$ cat src/rtl/demux_merge4.sv
// demux_merge4: merges four valid/ready channels, each with a one-entry holding register, into one registered, channel-tagged output stream.
// Define DEMUX_MERGE4_XFER_CNT_EN to build the 16-bit output transfer counter; otherwise xfer_cnt is tied to zero.
module demux_merge4 #(
  parameter int N = 32
) (
  input  logic         clk,
  input  logic         rst,
  input  logic [N-1:0] i1,
  input  logic [N-1:0] i2,
  input  logic [N-1:0] i3,
  input  logic [N-1:0] i4,
  input  logic         v1,
  input  logic         v2,
  input  logic         v3,
  input  logic         v4,
  output logic         r1,
  output logic         r2,
  output logic         r3,
  output logic         r4,
  output logic [N-1:0] out,
  output logic [1:0]   out_ch,
  output logic         out_valid,
  input  logic         out_ready,
  output logic [15:0]  xfer_cnt
);

  typedef enum logic {EMPTY = 1'b0, FULL = 1'b1} ch_state_e;

  logic [3:0][N-1:0] in_data;
  logic [3:0]        in_valid;
  logic [3:0]        rdy;
  logic [3:0]        full;
  logic [3:0][N-1:0] hold_all;

  logic              alive_q, alive_d;
  logic [1:0]        ptr_q, ptr_d;
  logic [N-1:0]      out_q, out_d;
  logic [1:0]        out_ch_q, out_ch_d;
  logic              out_valid_q, out_valid_d;

  logic              load;
  logic              grant_valid;
  logic [1:0]        grant_idx;
  logic [1:0]        idx;

  assign in_data  = {i4, i3, i2, i1};
  assign in_valid = {v4, v3, v2, v1};
  assign {r4, r3, r2, r1} = rdy;

  // Scanning offsets from high to low lets the nearest full channel win.
  always_comb begin
    load        = ~out_valid_q | out_ready;
    grant_valid = 1'b0;
    grant_idx   = ptr_q;
    idx         = 2'd0;
    for (int off = 3; off >= 0; off--) begin
      idx = ptr_q + off[1:0];
      if (full[idx]) begin
        grant_valid = 1'b1;
        grant_idx   = idx;
      end
    end
  end

  genvar gi;
  generate
    for (gi = 0; gi < 4; gi++) begin : g_ch
      ch_state_e    state_q, state_d;
      logic [N-1:0] hold_q, hold_d;

      // Ready is held low while in reset and for the first edge after it.
      assign rdy[gi]      = alive_q & (state_q == EMPTY);
      assign full[gi]     = (state_q == FULL);
      assign hold_all[gi] = hold_q;

      always_comb begin
        state_d = state_q;
        hold_d  = hold_q;
        if (rdy[gi] && in_valid[gi]) begin
          state_d = FULL;
          hold_d  = in_data[gi];
        end else if (load && grant_valid && (grant_idx == 2'(gi))) begin
          state_d = EMPTY;
        end
      end

      always_ff @(posedge clk) begin
        if (rst) begin
          state_q <= EMPTY;
          hold_q  <= '0;
        end else begin
          state_q <= state_d;
          hold_q  <= hold_d;
        end
      end
    end
  endgenerate

  always_comb begin
    alive_d     = 1'b1;
    ptr_d       = ptr_q;
    out_d       = out_q;
    out_ch_d    = out_ch_q;
    out_valid_d = out_valid_q;
    if (load) begin
      if (grant_valid) begin
        out_d       = hold_all[grant_idx];
        out_ch_d    = grant_idx;
        out_valid_d = 1'b1;
        ptr_d       = grant_idx + 2'd1;
      end else begin
        out_valid_d = 1'b0;
      end
    end
  end

  always_ff @(posedge clk) begin
    if (rst) begin
      alive_q     <= 1'b0;
      ptr_q       <= 2'd0;
      out_q       <= '0;
      out_ch_q    <= 2'd0;
      out_valid_q <= 1'b0;
    end else begin
      alive_q     <= alive_d;
      ptr_q       <= ptr_d;
      out_q       <= out_d;
      out_ch_q    <= out_ch_d;
      out_valid_q <= out_valid_d;
    end
  end

  assign out       = out_q;
  assign out_ch    = out_ch_q;
  assign out_valid = out_valid_q;

`ifdef DEMUX_MERGE4_XFER_CNT_EN
  logic [15:0] cnt_q, cnt_d;

  always_comb begin
    cnt_d = cnt_q + {15'd0, out_valid_q & out_ready};
  end

  always_ff @(posedge clk) begin
    if (rst) begin
      cnt_q <= 16'd0;
    end else begin
      cnt_q <= cnt_d;
    end
  end

  assign xfer_cnt = cnt_q;
`else
  assign xfer_cnt = 16'h0000;
`endif

endmodule
$ cat config.mk
export PLATFORM = sky130hd
export DESIGN_NAME = demux_merge4
export DESIGN_NICKNAME = d
export VERILOG_FILES = /design/src/rtl/demux_merge4.sv
export SDC_FILE = /design/constraint.sdc
export NUM_CORES = 1
export LEC_CHECK = 0
export ABC_AREA = 1
export BUFFER_PORTS_ARGS = -buffer_cell sky130_fd_sc_hd__buf_2
export CELL_PAD_IN_SITES_DETAIL_PLACEMENT = 1
export CELL_PAD_IN_SITES_GLOBAL_PLACEMENT = 2
export CORE_AREA = 4 4 165 167
export CTS_BUF_LIST = sky130_fd_sc_hd__clkbuf_4 sky130_fd_sc_hd__clkbuf_8
export DETAILED_ROUTE_END_ITERATION = 8
export DIE_AREA = 0 0 169 171
export PLACE_DENSITY = 0.86
export SKIP_CTS_REPAIR_TIMING = 1
export SYNTH_ARGS = -nofsm -noshare
export SYNTH_HDL_FRONTEND = slang
export SYNTH_SLANG_ARGS = --single-unit
$ cat constraint.sdc
create_clock -name clk -period 2.2 [get_ports clk]
set_input_delay 0.66 -clock clk [delete_from_list [all_inputs] [get_ports clk]]
set_output_delay 0.66 -clock clk [all_outputs]
set_load 0.01 [all_outputs]
==> run metrics <==
fin. max-slew vios=0; maxcap violations=0; clock-pin slew on the worst setup and hold paths=90 ps; Post-synth EDFFs=0; R2R setup slack=160 ps; Fillers=roughly 3200; Req. time, crit path=between 1500 and 2000 ps; register area share after synthesis=0.445; min-delay worst type=in -> reg; reg2reg start=ptr_q[0]$_SDFFE_PP0P_; post-synthesis cell area=about 0.0077 mm2; total wire length=27.5 mm; Syn Inst Count=~1000; VDD IR-drop max=0.680 mV; fin crit share=0.929; CP endpoint kind=output port; drt first pass iters=4; CP max stage delay=310 ps; Die Span Y=~170 um; Clock Power Share=0.205; H-tree level count=4; status=completed; hold slack=454 ps; CP Buf/Inv Count=2; # DRC=0; P_int=between 6 and 7 mW; CP max-delay cell=dfxtp_1; vias in the first global route=about 8000; ys async rst share=0; RSZ-0062 raised after global routing=no; Die X=around 170 um; worst slew pin tran=577 ps; Worst Hold Launch=i3[29]; initial DRC count=roughly 440; NumNets Final=~1300; die area=just under 0.03 mm2; GRT Util Overall=0.186; Port Buffers=around 170; antenna violations before repair=0; Critical Path Source Type=flip-flop; Hold Crit Depth=3; Post-Route Skew=between 9 and 10 ps; Yosys cell types=25; crit path max fanout=5; Max-slew headroom=0.615; via count=~7600; CTS Buf Count=17; Crit Reg-Reg Endpoint=g_ch[1].state_q$_SDFFE_PP0P_; final hold vios=0; R2R cell count=11; kind of critical path=reg -> out; Top FF cell, synth=dfxtp_1; Min-Delay Endpoint=g_ch[2].hold_q[29]$_SDFFE_PP0P_; Lkg Pwr=3.65 nW; total power=around 11 mW; Max Root-Sink Buffers=2; initial core utilization=0.297; share of layout cells above drive strength 1=0.235; Tmin final=a little over 2000 ps; Ys Warns=0; NetSw=roughly 5 mW; clock sinks=between 150 and 200; GPL Wtd Cong=between 0.8 and 0.9; Comb power frac=0.462; first-pass GRT wire length=about 42 mm; ant diodes=0; synthesized flop and latch total=170; final setup fails=0; Layout area overhead=19.7%; Top delay family on crit path=buffers and inverters; CP arrival=roughly 1400 ps; Core ar.=roughly 0.026 mm2; Max Freq=489 MHz; Root Buffer=clkbuf_8; via density per instance=5.00; power density over cell area=1240 mW/mm2; Congestion Overflow GR=0; CTS tree=built; HPWL Detailed=approximately 20 mm; sw frac=0.434; largest net degree at the start of global routing=82; Flop pwr share=0.333; Mean Syn Cell Area=around 7.3 um2; Top-Level Pins=190; DRT antenna net count=0; Routed WL per cell=18.1 um; Clock Latency Late Sink=roughly 460 ps; cells along the critical path=inv_1 > nor2_2 > buf_2; # rows=59
-- worst max-delay path by stage --
| stage | start | end | slack [ps] | depth (start not counted) |
|---|---|---|---|---|
| 3_3_place_gp | ptr_q[0]$_SDFFE_PP0P_ | g_ch[1].state_q$_SDFFE_PP0P_ | 50 | 12 |
| 2_1_floorplan | ptr_q[0]$_SDFFE_PP0P_ | out[10]$_SDFFE_PP0P_ | 460 | 14 |
| 6_report | alive_q$_DFF_P_ | r2 | 160 | 3 |
| 3_5_place_dp | ptr_q[0]$_SDFFE_PP0P_ | g_ch[1].state_q$_SDFFE_PP0P_ | -70 | 12 |
| 5_1_grt | ptr_q[0]$_SDFFE_PP0P_ | g_ch[3].state_q$_SDFFE_PP0P_ | 9 | 11 |
| 4_1_cts | ptr_q[0]$_SDFFE_PP0P_ | g_ch[1].state_q$_SDFFE_PP0P_ | -80 | 12 |
-- per-layer routing --
layer,part of all wire,up-vias,GRT usage,wire length [um]
li1,-,3774,-,-
met1,0.44,3614,0.239,12200
met2,0.50,172,0.325,13700
met3,0.041,26,0.0342,1130
met4,0.015,0,0.0469,421
met5,0,-,0,0
-- through the flow --
| step | util | std cells | instance area (um2) | setup TNS [ps] | setup slack [ps] |
|---|---|---|---|---|---|
| after floorplan | - | 1056 | 7710 | 0 | 462 |
| after global placement | 0.339 | 1486 | 8740 | 0 | 46.2 |
| after detailed placement | 0.339 | 1486 | 8740 | -155 | -69.4 |
| after CTS | 0.355 | 1516 | 9140 | -250 | -84.2 |
| after global routing | 0.356 | 1516 | 9160 | 0 | 8.61 |
| final | 0.356 | 1516 | 9160 | 0 | 157 |
-- logic make-up after synthesis --
kind of cell | after synthesis | synth area share
buffers and inverters | 127 | 0.0868
XOR/XNOR | 2 | 0.00229
AND/OR/NAND/NOR | 535 | 0.324
other | 1 | 0.000490
AO/OA/AOI/OAI | 206 | 0.141
flip-flops | 170 | 0.445
-- cell type report --
cell class              count  area [um2]  share of cell area
repair buffers            206        1210               0.132
inverters                  16        61.3             0.00669
clock inverters             8         120              0.0131
well taps                 335         419              0.0458
flip-flops and latches    170        3410               0.372
clock buffers              22         284              0.0310
multi-input cells         759        3660               0.400
-- tightest hold or removal path: stages --
cell	delay, ps
buf_2	100
nand3_1	60
a21oi_1	60
-- power groups by stage --
| stage | Clock [mW] | Sequential, mW | Combinational [mW] |
|---|---|---|---|
| floorplan | 0 | 3.82 | 3.54 |
| global placement | 0 | 3.84 | 5.15 |
| detailed placement | 0 | 3.84 | 5.27 |
| CTS | 2.40 | 3.77 | 5.29 |
| global route | 2.53 | 3.83 | 5.80 |
| finish | 2.32 | 3.78 | 5.24 |
-- cell usage after synthesis (4+ instances only) --
library cell | count | share of area
dfxtp_1 | 170 | 0.44
inv_2 | 4 | 0.0020
nand2_2 | 5 | 0.0041
nand2_1 | 219 | 0.11
nand3_2 | 11 | 0.014
buf_6 | 13 | 0.019
nor2_1 | 9 | 0.0044
inv_1 | 12 | 0.0059
buf_4 | 19 | 0.019
buf_2 | 15 | 0.0098
nand3_1 | 287 | 0.19
a21oi_2 | 10 | 0.011
o21ai_0 | 37 | 0.024
a21oi_1 | 155 | 0.10
clkbuf_1 | 63 | 0.031
-- registers in the layout, indices dropped and copies added, names as in the netlist --
signal and count:
out_ch 2, alive_q 1, g_ch.state_q 4, g_ch.hold_q 128, out_valid 1, ptr_q 2, out 32
-- placed cells by master (no fill, tap or decap), types with 11 or more instances in the layout --
cell type / instances
nand3_1: 287
inv_1: 12
buf_4: 26
a21oi_1: 155
clkbuf_8: 19
nand3_2: 11
dfxtp_1: 169
buf_2: 172
conb_1: 16
o21ai_0: 37
nand2_1: 218
Note: power is estimated with default switching activity, not from simulation.
